File: src/rtl/dfd_tt_dbm_pkg.sv
// Shared types and mode helpers for the DFD debug bus mux.
package dfd_tt_dbm_pkg;

  localparam int DBM_MODE_W = 3;

  typedef enum logic [DBM_MODE_W-1:0] {
    MODE_OFF    = 3'b000,
    MODE_FUNC   = 3'b001,
    MODE_ID     = 3'b010,
    MODE_TOGGLE = 3'b011,
    MODE_COUNT  = 3'b100,
    MODE_FREEZE = 3'b101
  } dbm_mode_e;

  // Reserved encodings (110/111) fall through to inactive.
  function automatic logic mode_is_active(input logic [DBM_MODE_W-1:0] m);
    logic act;
    case (m)
      MODE_FUNC, MODE_ID, MODE_TOGGLE, MODE_COUNT, MODE_FREEZE: act = 1'b1;
      default: act = 1'b0;
    endcase
    return act;
  endfunction

  function automatic logic mode_uses_taps(input logic [DBM_MODE_W-1:0] m);
    return (m == MODE_FUNC) || (m == MODE_FREEZE);
  endfunction

endpackage

File: src/rtl/dfd_tt_dbm_out_pipe.sv
// Output register chain for the debug bus mux; STAGES = 0 is a plain wire.
module dfd_tt_dbm_out_pipe #(
  parameter int WIDTH  = 1,
  parameter int STAGES = 1
) (
  input  logic             clk,
  input  logic             reset,
  input  logic [WIDTH-1:0] d,
  output logic [WIDTH-1:0] q
);

  if (STAGES == 0) begin : g_bypass
    logic unused_clk_rst;
    assign unused_clk_rst = clk ^ reset;
    assign q = d;
  end else begin : g_regs
    logic [WIDTH-1:0] stage_q [STAGES];

    // Shift chain; stage 0 captures the input.
    always_ff @(posedge clk or posedge reset) begin
      if (reset) begin
        for (int i = 0; i < STAGES; i++) begin
          stage_q[i] <= '0;
        end
      end else begin
        stage_q[0] <= d;
        for (int i = 1; i < STAGES; i++) begin
          stage_q[i] <= stage_q[i-1];
        end
      end
    end

    assign q = stage_q[STAGES-1];
  end

endmodule

File: src/rtl/dfd_tt_dbm_ext_mux.sv
// Debug bus mux: lane selection plus ID, toggle, count and freeze-capture modes,
// followed by a configurable output pipeline with a valid qualifier.
module dfd_tt_dbm_ext_mux
  import dfd_tt_dbm_pkg::*;
#(
  parameter int         NUM_INPUT_LANES  = 16,
  parameter int         NUM_OUTPUT_LANES = 8,
  parameter int         LANE_WIDTH       = 8,
  parameter int         MUX_SEL_WIDTH    = 6,
  parameter logic [5:0] DEBUG_MUX_ID     = 6'h0,
  parameter int         OUT_PIPE_STAGES  = 1
) (
  input  logic                                    clk,
  input  logic                                    reset,
  input  logic                                    cfg_wr_en,
  input  logic [5:0]                              cfg_dbm_id,
  input  logic [DBM_MODE_W-1:0]                   cfg_mode,
  input  logic [NUM_OUTPUT_LANES*MUX_SEL_WIDTH-1:0] cfg_mux_sel,
  input  logic                                    trigger_in,
  input  logic [NUM_INPUT_LANES*LANE_WIDTH-1:0]   debug_signals_in,
  output logic [NUM_OUTPUT_LANES*LANE_WIDTH-1:0]  debug_bus_out,
  output logic                                    debug_bus_valid,
  output logic                                    debug_clken,
  output logic                                    dbm_active,
  output logic                                    frozen
);

  localparam int NI    = NUM_INPUT_LANES;
  localparam int NO    = NUM_OUTPUT_LANES;
  localparam int LW    = LANE_WIDTH;
  localparam int SW    = MUX_SEL_WIDTH;
  localparam int BUS_W = NO * LW;

  logic                  accept;
  logic [DBM_MODE_W-1:0] mode_q;
  logic [DBM_MODE_W-1:0] mode_d1;
  logic [NO*SW-1:0]      sel_q;
  logic                  tgl_q;
  logic [LW-1:0]         cnt_q;
  logic                  frozen_q;
  logic [LW-1:0]         hold_q   [NO];
  logic [LW-1:0]         din      [NI];
  logic [LW-1:0]         mux_lane [NO];
  logic [LW-1:0]         id_lane;
  logic [BUS_W-1:0]      stage_data;
  logic                  stage_valid;
  logic [BUS_W:0]        pipe_q;
  logic [BUS_W:0]        pipe_clean;

  assign accept  = cfg_wr_en && (cfg_dbm_id == DEBUG_MUX_ID);
  assign id_lane = LW'(DEBUG_MUX_ID);

  for (genvar n = 0; n < NI; n++) begin : g_din
    assign din[n] = debug_signals_in[n*LW +: LW];
  end

  // Configuration registers; selects only move on writes that use the taps.
  always_ff @(posedge clk or posedge reset) begin
    if (reset) begin
      mode_q  <= MODE_OFF;
      mode_d1 <= MODE_OFF;
      sel_q   <= '0;
    end else begin
      mode_d1 <= mode_q;
      if (accept) begin
        mode_q <= cfg_mode;
        if (mode_uses_taps(cfg_mode)) begin
          sel_q <= cfg_mux_sel;
        end
      end
    end
  end

  // Pattern generators and freeze capture, all keyed off the delayed mode.
  always_ff @(posedge clk or posedge reset) begin
    if (reset) begin
      tgl_q    <= 1'b0;
      cnt_q    <= '0;
      frozen_q <= 1'b0;
      for (int k = 0; k < NO; k++) begin
        hold_q[k] <= '0;
      end
    end else begin
      tgl_q <= (mode_d1 == MODE_TOGGLE) ? ~tgl_q : 1'b0;
      cnt_q <= (mode_d1 == MODE_COUNT) ? cnt_q + LW'(1) : '0;
      if (accept || (mode_d1 != MODE_FREEZE)) begin
        frozen_q <= 1'b0;
      end else if (trigger_in) begin
        frozen_q <= 1'b1;
      end
      for (int k = 0; k < NO; k++) begin
        if (!frozen_q) begin
          hold_q[k] <= mux_lane[k];
        end
      end
    end
  end

  for (genvar k = 0; k < NO; k++) begin : g_lane
    logic [SW-1:0] sel;
    logic [LW-1:0] pattern;
    logic [LW-1:0] lane_mux;
    logic [LW-1:0] lane_out;

    assign sel     = sel_q[k*SW +: SW];
    assign pattern = (k == 0) ? id_lane : '0;

    // Select 0 keeps the lane's own input; 1..NI-NO reach the upper lanes.
    always_comb begin
      lane_mux = '0;
      for (int i = 0; i < NI; i++) begin
        if ((i == k) && (sel == '0)) begin
          lane_mux = lane_mux | din[i];
        end else if ((i >= NO) && (sel == SW'(i - NO + 1))) begin
          lane_mux = lane_mux | din[i];
        end else begin
          lane_mux = lane_mux;
        end
      end
    end

    assign mux_lane[k] = lane_mux;

    always_comb begin
      lane_out = '0;
      case (mode_d1)
        MODE_FUNC:   lane_out = lane_mux;
        MODE_ID:     lane_out = pattern;
        MODE_TOGGLE: lane_out = pattern ^ {LW{tgl_q}};
        MODE_COUNT:  lane_out = cnt_q + LW'(k);
        MODE_FREEZE: lane_out = frozen_q ? hold_q[k] : lane_mux;
        default:     lane_out = '0;
      endcase
    end

    assign stage_data[k*LW +: LW] = lane_out;
  end

  assign stage_valid = mode_is_active(mode_d1);

  dfd_tt_dbm_out_pipe #(
    .WIDTH  (BUS_W + 1),
    .STAGES (OUT_PIPE_STAGES)
  ) u_out_pipe (
    .clk   (clk),
    .reset (reset),
    .d     ({stage_valid, stage_data}),
    .q     (pipe_q)
  );

`ifndef SYNTHESIS
  // Unknown bits on the outgoing bus read as 0 in simulation.
  always_comb begin
    pipe_clean = '0;
    for (int i = 0; i <= BUS_W; i++) begin
      pipe_clean[i] = (pipe_q[i] === 1'b1) ? 1'b1 : 1'b0;
    end
  end
`else
  assign pipe_clean = pipe_q;
`endif

  assign debug_bus_out   = pipe_clean[BUS_W-1:0];
  assign debug_bus_valid = pipe_clean[BUS_W];
  assign debug_clken     = mode_uses_taps(mode_q);
  assign dbm_active      = mode_is_active(mode_q);
  assign frozen          = frozen_q;

endmodule

File: config.mk
export PLATFORM = sky130hd
export DESIGN_NAME = dfd_tt_dbm_ext_mux
export DESIGN_NICKNAME = d
export VERILOG_FILES = /design/src/rtl/dfd_tt_dbm_pkg.sv /design/src/rtl/dfd_tt_dbm_out_pipe.sv /design/src/rtl/dfd_tt_dbm_ext_mux.sv
export SDC_FILE = /design/constraint.sdc
export NUM_CORES = 1
export LEC_CHECK = 0
export BUFFER_PORTS_ARGS = -buffer_cell sky130_fd_sc_hd__buf_2
export CORE_UTILIZATION = 53
export CTS_BUF_LIST = sky130_fd_sc_hd__clkbuf_4 sky130_fd_sc_hd__clkbuf_8 sky130_fd_sc_hd__clkbuf_16
export DETAILED_ROUTE_END_ITERATION = 8
export GPL_TIMING_DRIVEN = 0
export HOLD_SLACK_MARGIN = 0.15
export MAX_ROUTING_LAYER = met4
export PLACE_DENSITY_LB_ADDON = 0.25
export SYNTH_ARGS = -nofsm -noshare
export SYNTH_HDL_FRONTEND = slang
export SYNTH_SLANG_ARGS = --single-unit
export TNS_END_PERCENT = 30
File: constraint.sdc
create_clock -name clk -period 9.27 [get_ports clk]
set_input_delay 1.854 -clock clk [delete_from_list [all_inputs] [get_ports clk]]
set_output_delay 1.854 -clock clk [all_outputs]
set_load 0.01 [all_outputs]
# Word level (Yosys, flattened, before mapping)

Cells that the tools add are included.

Input port bits: 189
Logic and storage cells: 275
Flip-flop bits (word level): 193

Equal/unequal tests: 77
Muxes and demuxes: 94
Bitwise gates (word level): 65
Reduce and logical (&&, ||, !) cells: 17
$add $sub $neg: 7

Operators with widths:

| kind                  | number |
|---|---|
| $mux W8               | 81 |
| $or A8 B8 Y8          | 64 |
| $pmux W8 S4           | 8 |
| $eq A6 B3 Y1 const B  | 32 |
| $eq A6 B2 Y1 const B  | 16 |
| $logic_not A6 Y1      | 9 |
| $eq A6 B1 Y1 const B  | 8 |
| $eq A6 B4 Y1 const B  | 8 |
| $add A8 B3 Y8 const B | 4 |
| $add A8 B2 Y8 const B | 2 |
| $eq A3 B3 Y1 const B  | 5 |
| $eq A3 B2 Y1 const B  | 4 |
| $reduce_or A5 Y1      | 2 |
| $eq A3 B1 Y1 const B  | 3 |
| $add A8 B1 Y8 const B | 1 |
| $mux W1               | 5 |
| $logic_or A1 B1 Y1    | 3 |
| $ne A3 B3 Y1 const B  | 1 |
| $reduce_and A2 Y1     | 1 |
| $reduce_bool A2 Y1    | 1 |
| $logic_and A1 B1 Y1   | 1 |
| $not A1 Y1            | 1 |

# Depth between registers and ports, before layout

Word-level depth: 20
Gate-level depth with buffers: 8
Gate-level depth less buffers: 7

# Hierarchy

From an unflattened synthesis, not the netlist that was laid out.

Cells, all modules: 1156
Area, all modules: 12926.1 µm²

By module, submodules not included:

| module              | times used | cells each | area an instance (µm²) |
|---|---|---|---|
| dfd_tt_dbm_ext_mux  | 1          | 1090       | 11295.8 |
| dfd_tt_dbm_out_pipe | 1          | 66         | 1630.3 |

# Worst setup path before layout

No wires, ideal clock.

Path type: input -> register
From: input port debug_signals_in[115]
To: register u_out_pipe.g_regs.stage_q, in the netlist u_out_pipe.q[59]
Setup slack: 5815 ps
Library setup time: 126 ps
Cell stages on the path: 5
Buffers on the path: 0
Arrival time: 3329 ps
Path through: mux4_2 -> and2_1 -> a2111o_1 -> mux2_4 -> a221o_1

Longest elaborated chain between the ends: 6

Ends and longest elaborated chain:

| item                            | RTL line                  | source |
|---|---|---|
| from (decl)                     | dfd_tt_dbm_ext_mux.sv:20  | `input logic [NUM_INPUT_LANES*LANE_WIDTH-1:0] debug_signals_in,` |
| $or A8 B8 Y8 *                  | dfd_tt_dbm_ext_mux.sv:115 | `lane_mux = lane_mux \| din[i];` |
| $mux W8 *                       | dfd_tt_dbm_ext_mux.sv:114 | `end else if ((i >= NO) && (sel == SW'(i - NO + 1))) begin` |
| $or A8 B8 Y8                    | dfd_tt_dbm_ext_mux.sv:115 |  |
| $mux W8 *                       | dfd_tt_dbm_ext_mux.sv:114 |  |
| $mux W8                         | dfd_tt_dbm_ext_mux.sv:131 | `MODE_FREEZE: lane_out = frozen_q ? hold_q[k] : lane_mux;` |
| $pmux W8 S4 *                   | dfd_tt_dbm_ext_mux.sv:126 | `case (mode_d1)` |
| net g_lane[7].lane_out[3]       | dfd_tt_dbm_ext_mux.sv:103 | `logic [LW-1:0] lane_out;` |
| to (signal, indexed assignment) | dfd_tt_dbm_out_pipe.sv:28 | `stage_q[i] <= stage_q[i-1];` |
| to (decl)                       | dfd_tt_dbm_out_pipe.sv:17 | `logic [WIDTH-1:0] stage_q [STAGES];` |

Mark *: on every way through the listed nets, which the timed path passes. The rest lies on a longest branch.
A chain may end at the register's enable or synchronous reset.

# Final worst setup path

From: input port cfg_dbm_id[2]
To: register sel_q[27]

Longest elaborated chain between the ends: 3

Ends and longest elaborated chain:

| item                        | RTL line                 | source |
|---|---|---|
| from (decl)                 | dfd_tt_dbm_ext_mux.sv:16 | `input logic [5:0] cfg_dbm_id,` |
| $logic_not A6 Y1            | dfd_tt_dbm_ext_mux.sv:50 | `assign accept = cfg_wr_en && (cfg_dbm_id == DEBUG_MUX_ID);` |
| $logic_and A1 B1 Y1         | dfd_tt_dbm_ext_mux.sv:50 |  |
| $reduce_and A2 Y1 (no line) | -                        |  |
| to (signal assigned)        | dfd_tt_dbm_ext_mux.sv:68 | `sel_q <= cfg_mux_sel;` |
| to (decl)                   | dfd_tt_dbm_ext_mux.sv:37 | `logic [NO*SW-1:0] sel_q;` |

Every way passes these cells.

==> flow_metrics.tcl <==
set metrics [dict create \
    status "finished, violations left" \
    violations "capacitance limit" \
    path_cells "buf_2, nor4b_1, nand4b_1, clkbuf_1, clkbuf_1, mux2_2" \
    syn2layout_area_growth_pct 17.7 \
    cpLargestDelayFamily "simple AND/OR/NAND/NOR gates" \
    track_usage_pct 48.6 \
    drc 0 \
    htree_num_levels 4 \
    p_sw_w 0.000890 \
    synth_compound_area_share_pct 20.1 \
    cts_tree "yes" \
    intPower_w 0.00156 \
    worst_hold_path_type "reg2reg" \
    endpoint_kind "flip-flop" \
    syn_nets 1463 \
    grt_pass1_wl_um 86000 \
    drive_above_1_share_pct 31.5 \
    clock_path_buffers 2 \
    cts_setup_buffers 0 \
    sw_frac_of_total_pct 36.3 \
    synthArstFlopShare_pct 100 \
    ys_types 72 \
    synth-simple-area-share_pct 13.9 \
    layout.nets 1735 \
    initial_core_util_pct 54.2 \
    drtIter0Drc 1941 \
    clk_latency_ps 470 \
    syn_area_per_cell_um2 10.4 \
    die_w_um 160 \
    antenna_left 0 \
    maxSlewViolCount 0 \
    clkTransAtPathRegs_ps 80 \
    gp_congestion 1.08 \
    crit_buf_inv 3 \
    max-cap-violations 1 \
    syn-cell-area_um2 13200 \
    ys_seq_area_share_pct 36.7 \
    ios 257 \
    cp.required_ps 9610 \
    min_period_over_period_pct 44.0 \
    setup_viol 0 \
    synth_top_cell_by_area "dfrtp_1" \
    core.rowCount 57 \
    fin_tns_setup_ps 0 \
    irDropWorstVdd_uv 117 \
    first_global_vias 13000 \
    n_fill_cell 2015 \
    fin_crit_ps 4080 \
    cts_hold_buf 0 \
    io_buffer_count 250 \
    synthXorXnorAreaFrac_pct 2.39 \
    antenna_found_initial 2 \
    relSlewSlack_pct 1.14 \
    cp_max_fo 10 \
    cts_sinks 193 \
    die_h_um 160 \
    yosys_warnings 0 \
    leakagePower_nw 7.15 \
    postCtsResizedCells 0 \
    dp_hpwl_um 44700 \
    fp.coreArea_um2 24300 \
    timing.fmax_mhz 245 \
    grt_max_degree 135 \
    report.final.hold_viol_count 0 \
    ys_seq_elements 193 \
    critPathKind "in2reg" \
    slowest_delay_ps 540 \
    rrSetupSlack_ps 6320 \
    firstDrtPassIters 8 \
    pwr-share-clk_pct 31.7 \
    start_kind "primary input" \
    synth-main-ff-cell "dfrtp_1" \
    wire_per_inst_um 31.9 \
    wl_um 59900 \
    grt-ovfl-total 0 \
    critPathMostFrequentCell "clkbuf_1" \
    cp.arrival_ps 4420 \
    cts_made_buffers 17 \
    synth-edff-count 0 \
    synth_fa_ha_area_share_pct 0.855 \
    p_seq_share_pct 40.0 \
    worst_pin_slew_ps 1470 \
    num_vias 13500 \
    finClkSkew_ps 15.1 \
    synth_cells 1265 \
    cpMaxStageDelayCell "nor4b_1" \
    routed_via_density 7.19 \
    synth_top_area_share_pct 36.7 \
    die_area_um2 25500 \
    rsz0062_at_grt "false" \
    synthTopCellsByArea "dfrtp_1 (37%), mux4_2 (11%), mux2_2 (7.8%)" \
    yosys-mux-area-fraction_pct 22.2 \
    pwr-share-comb_pct 28.3 \
    total_power_w 0.00245 \
    synth_top_family_by_area "multiplexers" \
    p_per_area_nw_per_um2 158 \
    ctsRootBufferMaster "clkbuf_16" \
]
## power by group through the flow
| stage | sequential (W) | combinational [W] | clock [W] |
|---|---|---|---|
| after floorplan | 0.00101 | 0.000359 | 0 |
| after global placement | 0.000992 | 0.000647 | 0 |
| after detailed placement | 0.000995 | 0.000657 | 0 |
| after CTS | 0.000979 | 0.000660 | 0.000767 |
| after global routing | 0.000989 | 0.000716 | 0.000798 |
| final | 0.000980 | 0.000693 | 0.000777 |
## Yosys cell counts, drive strengths merged, types with 14 or more instances
library cell / count
a221o: 18
nor2: 82
mux2: 93
a21oi: 53
mux2i: 41
xnor2: 19
nand2: 67
a31oi: 37
a22oi: 31
dfrtp: 193
a22o: 34
inv: 14
nor3: 14
buf: 36
xor2: 17
clkbuf: 73
nor4: 15
o21ai: 56
nand3: 34
nor2b: 18
and2: 21
mux4: 65
and3: 27
a211o: 35
## cell usage in the layout, fill, tap and decap left out, drive strengths merged, types with 18 or more instances in the layout
master / synthesis / final
mux2i: 41 / 41
a221o: 18 / 18
and3: 27 / 27
a22o: 34 / 34
buf: 36 / 289
clkbuf: 73 / 90
xnor2: 19 / 19
mux4: 65 / 65
o21ai: 56 / 56
nand3: 34 / 34
nand2: 67 / 67
nor2: 82 / 82
dfrtp: 193 / 193
mux2: 93 / 93
inv: 14 / 20
nor2b: 18 / 18
a21oi: 53 / 53
a31oi: 37 / 37
a22oi: 31 / 31
and2: 21 / 21
a211o: 35 / 35
## cell type report
class / instances / area, um2 / area share (%)
Clock buffer: 17 / 425 / 2.74
Inverter: 14 / 60.1 / 0.387
Multi-Input combinational cell: 949 / 7870 / 50.7
Buffer: 109 / 454 / 2.93
Sequential cell: 193 / 4830 / 31.1
Antenna cell: 2 / 5.00 / 0.0323
Clock inverter: 15 / 164 / 1.06
Tap cell: 324 / 405 / 2.61
Timing Repair Buffer: 253 / 1290 / 8.34
## sequential cells by signal (all words and copies together) (netlist names)
signal        cells
frozen            1
cnt_q             8
sel_q            48
tgl_q             1
hold_q           64
u_out_pipe.q     65
mode_q            3
mode_d1           3
## kinds of logic (layout without fill, tap and decap cells)
group | after synthesis | count (layout)
AO/OA/AOI/OAI | 363 | 363
AND/OR/NAND/NOR | 342 | 342
buffers and inverters | 123 | 408
multiplexers | 199 | 199
XOR/XNOR | 36 | 36
other | 0 | 2
adder cells (fa/ha/maj) | 9 | 9
flip-flops | 193 | 193
## layer usage
layer  global-route usage, %  vias to the layer above  wire (um)
li1                        -                     5453          -
met1                    60.3                     6484      21500
met2                    68.7                     1235      25400
met3                    16.0                      311       8650
met4                    29.8                        0       4310
met5                       -                        -          0
## through the flow
| stage | area [um2] | std cells | hold slack [ps] | util [%] | worst slack, ps |
|---|---|---|---|---|---|
| after floorplan | 13200 | 1265 | 383 | - | 2160 |
| after global placement | 14800 | 1839 | 409 | 61.0 | 197 |
| after detailed placement | 14900 | 1842 | 410 | 61.3 | 4840 |
| after CTS | 15500 | 1874 | 423 | 63.7 | 5290 |
| after global routing | 15500 | 1876 | 444 | 63.8 | 5230 |
| final | 15500 | 1876 | 441 | 63.8 | 5190 |
## worst paths after layout
| path | startpoint | endpoint | depth (start not counted) |
|---|---|---|---|
| max reg2reg | sel_q[31] | u_out_pipe.q[40] | 7 |
| max | cfg_dbm_id[2] | sel_q[27] | 6 |
| min in group asynchronous | reset | u_out_pipe.q[33] | 2 |
| max in group asynchronous | reset | hold_q[54] | 3 |
| min | mode_q[0] | mode_d1[0] | 0 |
| min reg2reg | mode_q[0] | mode_d1[0] | 0 |
## worst reg2reg max path, stage by stage, from the launching register on
cell and delay, ps:
dfrtp_1 380, buf_2 280, clkbuf_1 550, mux2i_1 310
o21ai_0 120, a22oi_1 700, nand2_1 170, a211o_1 330
Power figures use the tool's default switching activity.
